==> src/rtl/ps2_direction_pkg.sv <==
// Shared PS/2 scan-code constants, direction one-hot encodings and key decode helper.
// Used by the keyboard direction decoder and by the plane-position logic.
// Contents: scan codes, direction encodings, key index enum, receiver FSM states.
package ps2_direction_pkg;

    // Scan codes (set 2)
    localparam logic [7:0] SC_EXT   = 8'hE0;
    localparam logic [7:0] SC_BRK   = 8'hF0;
    localparam logic [7:0] SC_UP    = 8'h75;  // arrow keys, only valid after E0
    localparam logic [7:0] SC_DOWN  = 8'h72;
    localparam logic [7:0] SC_LEFT  = 8'h6B;
    localparam logic [7:0] SC_RIGHT = 8'h74;
    localparam logic [7:0] SC_W     = 8'h1D;  // WASD aliases, valid with or without E0
    localparam logic [7:0] SC_S     = 8'h1B;
    localparam logic [7:0] SC_A     = 8'h1C;
    localparam logic [7:0] SC_D     = 8'h23;
    localparam logic [7:0] SC_SPACE = 8'h29;

    // Direction one-hot encodings
    localparam logic [3:0] DIR_NONE  = 4'b0000;
    localparam logic [3:0] DIR_UP    = 4'b0001;
    localparam logic [3:0] DIR_DOWN  = 4'b0010;
    localparam logic [3:0] DIR_LEFT  = 4'b0100;
    localparam logic [3:0] DIR_RIGHT = 4'b1000;

    typedef enum logic [1:0] {KEY_UP, KEY_DOWN, KEY_LEFT, KEY_RIGHT} dir_key_e;

    typedef enum logic [1:0] {IDLE, DATA, PARITY, STOP} rx_state_e;

    typedef struct packed {
        logic     is_dir;
        dir_key_e key;
        logic     is_space;
    } key_t;

    function automatic logic [3:0] dir_onehot(input dir_key_e k);
        logic [3:0] d;
        case (k)
            KEY_UP:    d = DIR_UP;
            KEY_DOWN:  d = DIR_DOWN;
            KEY_LEFT:  d = DIR_LEFT;
            KEY_RIGHT: d = DIR_RIGHT;
            default:   d = DIR_NONE;
        endcase
        return d;
    endfunction

    // Classify a non-prefix byte; ext is the E0 flag in effect for it.
    function automatic key_t decode_key(input logic [7:0] code, input logic ext);
        key_t k;
        k = '0;
        if ((ext && code == SC_UP) || code == SC_W) begin
            k.is_dir = 1'b1;
            k.key    = KEY_UP;
        end else if ((ext && code == SC_DOWN) || code == SC_S) begin
            k.is_dir = 1'b1;
            k.key    = KEY_DOWN;
        end else if ((ext && code == SC_LEFT) || code == SC_A) begin
            k.is_dir = 1'b1;
            k.key    = KEY_LEFT;
        end else if ((ext && code == SC_RIGHT) || code == SC_D) begin
            k.is_dir = 1'b1;
            k.key    = KEY_RIGHT;
        end else if (!ext && code == SC_SPACE) begin
            k.is_space = 1'b1;
        end
        return k;
    endfunction

endpackage

==> src/rtl/ps2_direction_if.sv <==
// PS/2 line inputs and decoded direction/fire outputs bundled as one port.
// master: drives the PS/2 lines, observes outputs; slave: the decoder.
// Signals: ps2_clk, ps2_data, direction[3:0], boom, frame_err.
interface ps2_direction_if;
    logic       ps2_clk;
    logic       ps2_data;
    logic [3:0] direction;
    logic       boom;
    logic       frame_err;

    modport master (output ps2_clk, ps2_data, input direction, boom, frame_err);
    modport slave  (input ps2_clk, ps2_data, output direction, boom, frame_err);
endinterface

==> src/rtl/ps2_rx.sv <==
// PS/2 frame receiver: synchronizes the lines, samples on ps2_clk falling edges, checks framing.
// Latency: rx_byte/byte_valid 3 clk after the stop-bit falling edge at the pins. No backpressure.
// Ports: clk, rst, ps2_clk, ps2_data in; rx_byte[7:0], byte_valid (1-cycle), err (1-cycle) out.
module ps2_rx
    import ps2_direction_pkg::*;
#(
    parameter int TIMEOUT = 50000
) (
    input  logic       clk,
    input  logic       rst,
    input  logic       ps2_clk,
    input  logic       ps2_data,
    output logic [7:0] rx_byte,
    output logic       byte_valid,
    output logic       err
);
    localparam int TW = $clog2(TIMEOUT + 1);

    logic clk_s1, clk_s2, clk_prev, dat_s1, dat_s2;
    logic fall, timeout;

    rx_state_e   state_q, state_d;
    logic [2:0]  bit_q, bit_d;
    logic [7:0]  shift_q, shift_d;
    logic        par_q, par_d;
    logic [TW-1:0] to_q;
    logic        vld_d, err_d;

    // Synchronizers idle high so reset never looks like a falling edge.
    always_ff @(posedge clk or posedge rst) begin
        if (rst) begin
            clk_s1   <= 1'b1;
            clk_s2   <= 1'b1;
            clk_prev <= 1'b1;
            dat_s1   <= 1'b1;
            dat_s2   <= 1'b1;
        end else begin
            clk_s1   <= ps2_clk;
            clk_s2   <= clk_s1;
            clk_prev <= clk_s2;
            dat_s1   <= ps2_data;
            dat_s2   <= dat_s1;
        end
    end

    assign fall    = clk_prev & ~clk_s2;
    // A sampling event on the same cycle wins over the timeout.
    assign timeout = (state_q != IDLE) && (to_q == TW'(TIMEOUT)) && !fall;

    always_comb begin
        state_d = state_q;
        bit_d   = bit_q;
        shift_d = shift_q;
        par_d   = par_q;
        vld_d   = 1'b0;
        err_d   = 1'b0;
        if (timeout) begin
            state_d = IDLE;
            err_d   = 1'b1;
        end else if (fall) begin
            case (state_q)
                IDLE: begin
                    if (!dat_s2) begin
                        state_d = DATA;
                        bit_d   = 3'd0;
                    end else begin
                        err_d = 1'b1;
                    end
                end
                DATA: begin
                    shift_d = {dat_s2, shift_q[7:1]};   // LSB arrives first
                    bit_d   = bit_q + 3'd1;
                    if (bit_q == 3'd7) state_d = PARITY;
                end
                PARITY: begin
                    par_d   = dat_s2;
                    state_d = STOP;
                end
                STOP: begin
                    state_d = IDLE;
                    if (dat_s2 && (^{shift_q, par_q})) vld_d = 1'b1;
                    else                               err_d = 1'b1;
                end
                default: state_d = IDLE;
            endcase
        end
    end

    always_ff @(posedge clk or posedge rst) begin
        if (rst) begin
            state_q    <= IDLE;
            bit_q      <= '0;
            shift_q    <= '0;
            par_q      <= 1'b0;
            to_q       <= '0;
            rx_byte    <= '0;
            byte_valid <= 1'b0;
            err        <= 1'b0;
        end else begin
            state_q    <= state_d;
            bit_q      <= bit_d;
            shift_q    <= shift_d;
            par_q      <= par_d;
            byte_valid <= vld_d;
            err        <= err_d;
            if (vld_d) rx_byte <= shift_q;
            if (fall)                     to_q <= '0;
            else if (to_q != TW'(TIMEOUT)) to_q <= to_q + 1'b1;
        end
    end
endmodule

==> src/rtl/ps2_direction.sv <==
// Keyboard-to-move decoder: PS/2 scan codes to a one-hot direction and a fire (space) flag.
// Latency: direction/boom update 4 clk after the stop-bit falling edge. No backpressure.
// Ports: clk, rst, bus (slave: ps2_clk, ps2_data in; direction[3:0], boom, frame_err out).
module ps2_direction
    import ps2_direction_pkg::*;
#(
    parameter int TIMEOUT = 50000
) (
    input  logic           clk,
    input  logic           rst,
    ps2_direction_if.slave bus
);
    logic [7:0] rx_byte;
    logic       byte_valid;
    logic       rx_err;

    logic       ext, brk, space_held;
    logic [3:0] held;
    dir_key_e   last;
    key_t       key;
    logic [3:0] dir;

    ps2_rx #(.TIMEOUT(TIMEOUT)) u_rx (
        .clk       (clk),
        .rst       (rst),
        .ps2_clk   (bus.ps2_clk),
        .ps2_data  (bus.ps2_data),
        .rx_byte   (rx_byte),
        .byte_valid(byte_valid),
        .err       (rx_err)
    );

    assign key = decode_key(rx_byte, ext);

    always_ff @(posedge clk or posedge rst) begin
        if (rst) begin
            ext        <= 1'b0;
            brk        <= 1'b0;
            held       <= '0;
            last       <= KEY_UP;
            space_held <= 1'b0;
        end else if (byte_valid) begin
            if (rx_byte == SC_EXT) begin
                ext <= 1'b1;
            end else if (rx_byte == SC_BRK) begin
                brk <= 1'b1;
            end else begin
                ext <= 1'b0;
                brk <= 1'b0;
                // Clearing an unheld bit is harmless, so breaks need no held check.
                if (key.is_dir) begin
                    if (brk) begin
                        held[key.key] <= 1'b0;
                    end else begin
                        held[key.key] <= 1'b1;
                        last          <= key.key;
                    end
                end else if (key.is_space) begin
                    space_held <= !brk;
                end
            end
        end
    end

    // Most recent key wins while held; otherwise fall back to the lowest held bit.
    always_comb begin
        dir = DIR_NONE;
        if (held[last]) dir = dir_onehot(last);
        else            dir = held & (~held + 4'd1);
    end

    assign bus.direction = dir;
    assign bus.boom      = space_held;
    assign bus.frame_err = rx_err;
endmodule

==> src/flat_wrapper.sv <==
// flat-port wrapper written by rule: the top's interface ports become plain ports
module ps2_direction_flat import ps2_direction_pkg::*;
#(
    parameter int TIMEOUT = 50000
)
  (clk, rst, bus_ps2_clk, bus_ps2_data, bus_direction, bus_boom, bus_frame_err);
  ps2_direction_if bus_i ();
  input  logic clk;
  input  logic rst;
  input wire logic [$bits(bus_i.ps2_clk)-1:0] bus_ps2_clk;
  input wire logic [$bits(bus_i.ps2_data)-1:0] bus_ps2_data;
  output wire logic [$bits(bus_i.direction)-1:0] bus_direction;
  output wire logic [$bits(bus_i.boom)-1:0] bus_boom;
  output wire logic [$bits(bus_i.frame_err)-1:0] bus_frame_err;
  assign bus_i.ps2_clk = bus_ps2_clk;
  assign bus_i.ps2_data = bus_ps2_data;
  assign bus_direction = bus_i.direction;
  assign bus_boom = bus_i.boom;
  assign bus_frame_err = bus_i.frame_err;
  ps2_direction #(.TIMEOUT(TIMEOUT)) u_core (.clk(clk), .rst(rst), .bus(bus_i));
endmodule
==> config.mk <==
export PLATFORM = sky130hd
export DESIGN_NAME = ps2_direction_flat
export DESIGN_NICKNAME = d
export VERILOG_FILES = /design/src/rtl/ps2_direction_pkg.sv /design/src/rtl/ps2_direction_if.sv /design/src/rtl/ps2_rx.sv /design/src/rtl/ps2_direction.sv /design/src/flat_wrapper.sv
export SDC_FILE = /design/constraint.sdc
export NUM_CORES = 1
export LEC_CHECK = 0
export ABC_CLOCK_PERIOD_IN_PS = 4000
export BUFFER_PORTS_ARGS = -buffer_cell sky130_fd_sc_hd__buf_2
export CORE_UTILIZATION = 60
export DETAILED_ROUTE_END_ITERATION = 10
export PLACE_DENSITY = 0.83
export SYNTH_ARGS = -nofsm -noshare
export SYNTH_HDL_FRONTEND = slang
export SYNTH_SLANG_ARGS = --single-unit
==> constraint.sdc <==
create_clock -name clk -period 4 [get_ports clk]
set_clock_uncertainty 0.2 [all_clocks]
set_input_delay 1.2 -clock clk [delete_from_list [all_inputs] [get_ports clk]]
set_output_delay 1.2 -clock clk [all_outputs]
set_load 0.005 [all_outputs]
Word level (Yosys, flattened, before mapping)

Index checks and enable logic that the tools add are counted.

Bitwise logic cells: 12
Equality and inequality tests: 24
Reductions and logical operators: 32
Order comparisons: 3
Add/sub/neg operators: 3
Multiplexer cells: 37

Operators by type and width:

| operator                                                                     | count |
|---|---|
| 8-bit by 7-bit == test with 1-bit output, second input constant              | 4 |
| 16-bit 2-to-1 mux                                                            | 2 |
| 8-bit by 5-bit == test with 1-bit output, second input constant              | 3 |
| 1-bit 2-to-1 mux                                                             | 18 |
| 16-bit by 1-bit adder with 16-bit output, second input constant              | 1 |
| 16-bit == test, second input constant                                        | 1 |
| 8-bit by 6-bit == test with 1-bit output, second input constant              | 2 |
| 8-bit == test, second input constant                                         | 2 |
| 16-bit != test, second input constant                                        | 1 |
| 4-bit case mux with 4 select lines                                           | 1 |
| 3-bit 2-to-1 mux                                                             | 5 |
| 5-bit AND reduction                                                          | 2 |
| 1-bit logical AND                                                            | 9 |
| 3-bit AND reduction                                                          | 3 |
| 9-bit parity                                                                 | 1 |
| 4-bit bitwise AND                                                            | 2 |
| 2-bit == test, second input constant                                         | 4 |
| 2-bit 2-to-1 mux                                                             | 4 |
| 4-bit 2-to-1 mux                                                             | 2 |
| 4-bit NOT                                                                    | 2 |
| 2-bit case mux with 4 select lines                                           | 1 |
| 4-bit AND reduction                                                          | 2 |
| 2-bit nonzero test                                                           | 4 |
| 2-bit by 3-bit less-than comparator with 1-bit output, second input constant | 2 |
| 19 further kinds                                                             | 33 |

Bits of input ports: 4
Register bits: 54
Word-level logic and storage cells: 129

Longest topological paths before layout

Gate-level depths: netlist of the first run.

Depth in word-level cells: 14
Gate-level depth with buffers: 7
Gate-level depth less buffers: 7

Hierarchy

Synthesis of the first run repeated with hierarchy kept, for this count alone.

Cells, all modules: 243
Area total of the unflattened synthesis: 2752.6 µm²

Modules (own cells, without submodules):

| module        | times used | cells an instance | area each (µm²) | sequential area each (µm²) |
|---|---|---|---|---|
| ps2_rx        | 1          | 169               | 2077.0          | 1132.3 |
| ps2_direction | 1          | 74                | 675.6           | 225.2 |

Least setup slack after synthesis of the first run

Ideal clock, no wire load.

Path kind: reg2out
Start point: register u_core.last[1]
End point: output bus_direction[2]
Arrival time: 818 ps
Path buffers: 0
Stages on the path, launching flop included: 4
Slack: 1782 ps
Required time: 2600 ps
Cell sequence: dfrtp_1 > nand2_1 > and3_1 > o21a_1

Word-level cells in the longest chain between the ends: 3
Elaborated cells between the ends (all ways): 8
Classes of those cells: eq/ne (3); mux (4); reduce/logical (1)

RTL lines:

| what                                                                   | line                                         | text |
|---|---|---|
| start, declared                                                        | ps2_direction.sv:19                          | `dir_key_e last;` |
| start signal, assigned                                                 | ps2_direction.sv:56                          | `last <= key.key;` |
| 2-bit == test, or another cell as far along                            | ps2_direction_pkg.sv:38                      | `case (k)` |
| 4-bit case mux with 4 select lines or 1-bit 2-to-1 mux (tied branches) | ps2_direction_pkg.sv:38, ps2_direction.sv:68 |  |
| 4-bit 2-to-1 mux (*)                                                   | ps2_direction.sv:68                          | `if (held[last]) dir = dir_onehot(last);` |
| end, declared                                                          | flat_wrapper.sv:12                           | `output wire logic [$bits(bus_i.direction)-1:0] bus_direction;` |

Mark *: on every way between the ends. The rest lies on a longest branch, timed or not. The select of a mux whose other input is x is not followed.

Worst setup path in the final report of the first run

Ends and elaborated chain as after synthesis.

==> results of run 1 <==
## layer usage
layer,vias to the layer above,global-route usage [%],wire length (um)
met5,-,0,0
met1,900,27.5,2090
met4,0,8.39,82
met2,37,32.6,2040
met3,9,4.39,149
li1,923,-,-
## logic make-up after synthesis
logic type	count (synthesis)	share of synthesized area, %
AO/OA/AOI/OAI	41	9.61
multiplexers	19	7.89
XOR/XNOR	21	6.82
flip-flops	54	50.3
buffers and inverters	19	2.65
AND/OR/NAND/NOR	92	18.5
adder cells (fa/ha/maj)	9	4.18
## registers in the layout, summed over array words and instances, names as in the netlist, 2 cells and up, named ones only
signal and cells:
u_core.u_rx.bit_q 3, u_core.u_rx.rx_byte 8, u_core.u_rx.to_q 16, u_core.last 2
u_core.u_rx.state_q 2, u_core.u_rx.shift_q 8
## report_power, final
group,total [mW],leakage [nW],internal (mW),switching (mW)
clock network,0.289,0.0450,0.122,0.167
registers,0.782,0.706,0.657,0.125
logic,0.498,0.542,0.245,0.253
total,1.57,1.29,1.02,0.546
## final cells by class
cell class	count	area [um^2]	area share, %
timing repair buffer	10	52.6	1.82
sequential	54	1360	47.1
tap	52	65.1	2.26
clock buffer	6	72.6	2.52
multi-input combinational	182	1270	44.1
inverter	14	52.6	1.82
clock inverter	2	10.0	0.348
## path summary, 6_finish.rpt
kind	from	to	slack [ps]	cells past startpoint
setup reg to reg	u_core.u_rx.clk_prev$_DFF_PP1_	u_core.u_rx.shift_q[6]$_DFFE_PP0P_	1780	4
setup / recovery	u_core.last[1]$_DFFE_PP0P_	bus_direction[2]	1290	4
max in group asynchronous	rst	u_core.u_rx.rx_byte[3]$_DFFE_PP0P_	1990	2
hold / removal	u_core.u_rx.dat_s1$_DFF_PP1_	u_core.u_rx.dat_s2$_DFF_PP1_	160	0
min in group asynchronous	rst	u_core.u_rx.rx_byte[2]$_DFFE_PP0P_	960	2
hold reg to reg	u_core.u_rx.dat_s1$_DFF_PP1_	u_core.u_rx.dat_s2$_DFF_PP1_	160	0
## placed cells by master, fill, tap and decap left out, types with 4 or more instances in the layout
master,count
buf_2,9
xnor2_1,11
ha_1,9
dfstp_2,5
mux2_2,18
nand2_1,15
nand3_1,11
nor2_1,23
dfrtp_1,49
a21oi_1,10
inv_1,13
o21ai_0,14
clkbuf_8,5
nand2b_1,4
nor3b_1,4
nor3_1,7
a211oi_1,4
xor2_1,10
nor2b_1,4
nand4_1,6
## metrics by stage
stage | cells | hold WS [ps]
6_report | 320 | 159
5_1_grt | 320 | 164
4_1_cts | 320 | 157
3_5_place_dp | 312 | 147
3_3_place_gp | 312 | 145
2_1_floorplan | 255 | 145
==> summary.md, run 1 <==
| Metric | Value |
|---|---|
| Initial antenna violation count | 0 |
| Starting Density | 62.4% |
| Congestion Overflow GR | 0 |
| Hpwl dp | 3.03 mm |
| Most frequent cells after synthesis | 49 x dfrtp_1, 23 x nor2_1, 18 x mux2_2 |
| Clk pin slew, worst setup/hold paths | 90 ps |
| Finish-stage setup viols | 0 |
| DRT iter0 DRCs | 117 |
| Ant diodes | 0 |
| Power Dens Cells | 545 nW/um^2 |
| Die extent in x | 69.0 um |
| Total power | 1.57 mW |
| Area Overhead vs Synth | 6.82% |
| Pre-CTS setup slack | 1560 ps |
| Crit-path cells | nand2_1 > and3_1 > o21a_1 > buf_2 |
| Pin count of the biggest net entering global routing | 55 |
| Chip height | 69.0 um |
| # port buffers | 9 |
| Synthesized area per cell | 10.6 um^2 |
| Peak per-stage delay on the critical path | 450 ps |
| Min-delay worst type | flop to flop |
| EDFF count, synth | 0 |
| Layout cells sized above 1 | 16.0% |
| Vias in the first global route | 1,755 |
| Worst Setup Path Type | flop to output pin |
| DRT Wirelength | 4.36 mm |
| CP Data Arrival Time | 1310 ps |
| Drt wl/cell | 13.6 um |
| Unrepaired setup endpoints after global routing | no |
| # Max-Cap Violations | 0 |
| Area leader, netlist | dfrtp_1 |
| TNS Setup | 0 ps |
| Full die area | 4770 um^2 |
| Post-route ant nets | 0 |
| CP Launch Type | flop |
| #FFs+latches synth | 54 |
| Most frequent cell after synthesis | dfrtp_1 |
| Synth warnings | 0 |
| Critical Path Fanout Max | 8 |
| Mapped cell area | 2700 um^2 |
| DR vias | 1,869 |
| Final worst-path cycle share | 67.6% |
| CTS max path bufs | 2 |
| Maximum vdd ir drop | 0.418 mV |
| Relative slew margins | 28.9% |
| Area fraction of the dominant cell type after synthesis | 45.5% |
| Final Hold Vio Count | 0 |
| Total core area | 4320 um^2 |
| Global-route wire length before repair | 7.94 mm |
| Worst path bufs/invs | 1 |
| Max Freq | 370 MHz |
| # DRC | 0 |
| Kind of cell adding the most delay to the critical path | flip-flops |
| Final setup margin | 1290 ps |
| Tightest Pin Transition | 1060 ps |
| Clock period minus final worst setup slack | 2710 ps |
| Mapped Cells | 255 |
| Rows | 24 |
| Netlist cell types | 41 |
| I/O pin count | 10 |
| CTS Sinks | 54 |
| GRT Util Overall | 20.5% |
| WP data required | 2600 ps |
| Primary FF master, synth | dfrtp_1 |
| Crit-path slowest cell | dfrtp_1 |
| Syn Nets | 268 |
| Pre-Repair DR Iteration Count | 4 |
| H-tree levels | 2 |
| Top cells by area, synth | dfrtp_1 45%, mux2_2 7.5%, dfstp_2 4.9%, ha_1 4.2%, xnor2_1 3.6% |
| CP Capture Type | output pin |
| Setup repair bufs after CTS | 0 |
| CTS root buf | clkbuf_8 |
| Via density | 5.84 |
| CTS buffer count | 5 |
| Sequential share of the synthesized area | 50.3% |
| Status | completed |
| # fillers | 343 |
| Pins Over Slew Limit | 0 |
| Finished Core Util | 66.6% |
| Cell area after layout | 2880 um^2 |
| Asr flop ratio synth | 100% |
| CTS resizes | 0 |
| Cts hold-fix bufs | 0 |
| Routability cong. | 0.781 |
| Leak | 1.29 nW |
| Fin nets | 280 |
| Placement Cell Area | 2800 um^2 |
| Worst skew pair latency | 300 ps |
| CTS tree | built |
No activity file was read; power rests on OpenSTA's default activity.
==> run 2: changes to the inputs <==
- ABC_CLOCK_PERIOD_IN_PS: 4000 -> 2500
- clock period: 4 -> 2.5 ns (I/O delays scaled with it)
==> summary.md, run 2 (synthesis gave the netlist of run 1 again) <==
| Metric | Value |
|---|---|
| # port buffers | 9 |
| Min-delay worst type | flop to flop |
| Worst R2R End | u_core.u_rx.rx_byte[1]$_DFFE_PP0P_ |
| Global-route wire length before repair | 7.99 mm |
| Most common cell after layout, fill and taps aside | dfrtp_1 |
| CTS tree | built |
| Clk pin slew, worst setup/hold paths | 90 ps |
| Cell area after layout | 2910 um^2 |
| Layout cells sized above 1 | 16.7% |
| Largest Register | u_core.u_rx.to_q |
| # DRC | 0 |
| CP Capture Type | output pin |
| Top flop regs | u_core.u_rx.to_q x16, u_core.u_rx.rx_byte x8, u_core.u_rx.shift_q x8 |
| Pre-Repair DR Iteration Count | 4 |
| Die extent in x | 69.0 um |
| R2R Setup Slk | 410 ps |
| Worst Setup Path Type | flop to output pin |
| Area Overhead vs Synth | 8.03% |
| Int Power | 1.67 mW |
| Clock period minus final worst setup slack | 2270 ps |
| CTS resizes | 0 |
| Ant diodes | 0 |
| I/O pin count | 10 |
| DR vias | 1,837 |
| Unrepaired setup endpoints after global routing | no |
| Crit Reg-Reg Startpoint | u_core.u_rx.shift_q[3]$_DFFE_PP0P_ |
| Status | completed |
| Comb power frac | 31.8% |
| Drt wl/cell | 13.7 um |
| Setup repair bufs after CTS | 0 |
| Chip height | 69.0 um |
| Relative slew margins | 67.7% |
| Worst Setup SP | u_core.last[1]$_DFFE_PP0P_ |
| Final non-filler cell total | 321 |
| Power Dens Cells | 879 nW/um^2 |
| Finished Core Util | 67.4% |
| Via density | 5.72 |
| CTS Sinks | 54 |
| # Max-Cap Violations | 0 |
| DRT Wirelength | 4.41 mm |
| Pins Over Slew Limit | 0 |
| NetSw | 0.890 mW |
| Full die area | 4770 um^2 |
| Critical Path Fanout Max | 8 |
| Worst setup endpoint | bus_direction[2] |
| Final Hold Vio Count | 0 |
| Hpwl dp | 3.10 mm |
| Starting Density | 62.4% |
| Cts hold-fix bufs | 0 |
| Seq pwr share | 48.8% |
| H-tree levels | 2 |
| Pin count of the biggest net entering global routing | 40 |
| Sw Share | 34.8% |
| Rows | 24 |
| Total power | 2.56 mW |
| CTS buffer count | 5 |
| WP data required | 1550 ps |
| Congestion Overflow GR | 0 |
| Max Freq | 440 MHz |
| CTS max path bufs | 2 |
| Total core area | 4320 um^2 |
| Initial antenna violation count | 0 |
| Max reg flops | 16 |
| Tightest Pin Transition | 482 ps |
| Reg2Reg Depth | 6 |
| Final worst-path cycle share | 90.9% |
| Fin nets | 281 |
| Vias in the first global route | 1,798 |
| Most frequent cells in the layout | 49 x dfrtp_1, 23 x nor2_1, 18 x mux2_2 |
| Clock share of power | 19.4% |
| CTS root buf | clkbuf_8 |
| Finish-stage setup viols | 0 |
| Maximum vdd ir drop | 0.623 mV |
| DRT iter0 DRCs | 169 |
| GRT Util Overall | 20.5% |
| Routability cong. | 0.821 |
| Worst skew pair latency | 310 ps |
| Post-route ant nets | 0 |
| CP Launch Type | flop |
| Placed cell count | 313 |
| CP Data Arrival Time | 1320 ps |
| TNS Setup | 0 ps |
| Placement Cell Area | 2820 um^2 |
| Leak | 1.30 nW |
==> run 2: changes by cell type in the layout (fill, tap and decap cells not counted), sizes merged <==
cell      delta
clkinv       -1
clkinvlp     +1
buf          +1
==> run 2: worst min path at each step <==
| stage | from | endpoint | slack [ps] | depth (start not counted) |
|---|---|---|---|---|
| floorplan | u_core.u_rx.clk_s1$_DFF_PP1_ | u_core.u_rx.clk_s2$_DFF_PP1_ | 150 | 0 |
| global placement | u_core.u_rx.clk_s1$_DFF_PP1_ | u_core.u_rx.clk_s2$_DFF_PP1_ | 150 | 0 |
| detailed placement | u_core.u_rx.clk_s1$_DFF_PP1_ | u_core.u_rx.clk_s2$_DFF_PP1_ | 150 | 0 |
| CTS | u_core.u_rx.clk_s1$_DFF_PP1_ | u_core.u_rx.clk_s2$_DFF_PP1_ | 160 | 0 |
| global route | u_core.u_rx.dat_s1$_DFF_PP1_ | u_core.u_rx.dat_s2$_DFF_PP1_ | 160 | 0 |
| finish | u_core.u_rx.clk_s1$_DFF_PP1_ | u_core.u_rx.clk_s2$_DFF_PP1_ | 160 | 0 |
==> run 2: critical path, stage by stage (launching register included) <==
cell and delay [ps]:
dfrtp_1 460, nand2_1 90, and3_1 180, o21a_1 170, buf_2 120
==> run 2: cell type report <==
type                       instances  area [um^2]
fill                             325         1410
inverter                          14         52.6
clock buffer                       6         82.6
tap                               52         65.1
timing repair buffer              11         72.6
clock inverter                     2         12.5
multi-input combinational        182         1270
sequential                        54         1360
==> run 2: power groups by stage <==
stage	Combinational [mW]	Clock, mW	Sequential (mW)
6_report	0.813	0.497	1.25
5_1_grt	0.905	0.547	1.28
4_1_cts	0.817	0.512	1.25
3_5_place_dp	0.804	0	1.26
3_3_place_gp	0.761	0	1.25
2_1_floorplan	0.680	0	1.21
==> run 2: metal layers <==
layer / share of wire (%) / vias to the layer above / global-route usage (%) / routed length (um)
met5: 0 / - / 0 / 0
met4: 1.5 / 0 / 8.62 / 64
met3: 2.5 / 7 / 3.51 / 109
met2: 47 / 26 / 32.8 / 2080
met1: 49 / 877 / 27.8 / 2150
li1: - / 927 / - / -
==> run 2: metrics by stage <==
step	hold slack (ps)	setup slack, ps
2_1_floorplan	145	244
3_3_place_gp	146	445
3_5_place_dp	149	418
4_1_cts	163	220
5_1_grt	162	114
6_report	160	228
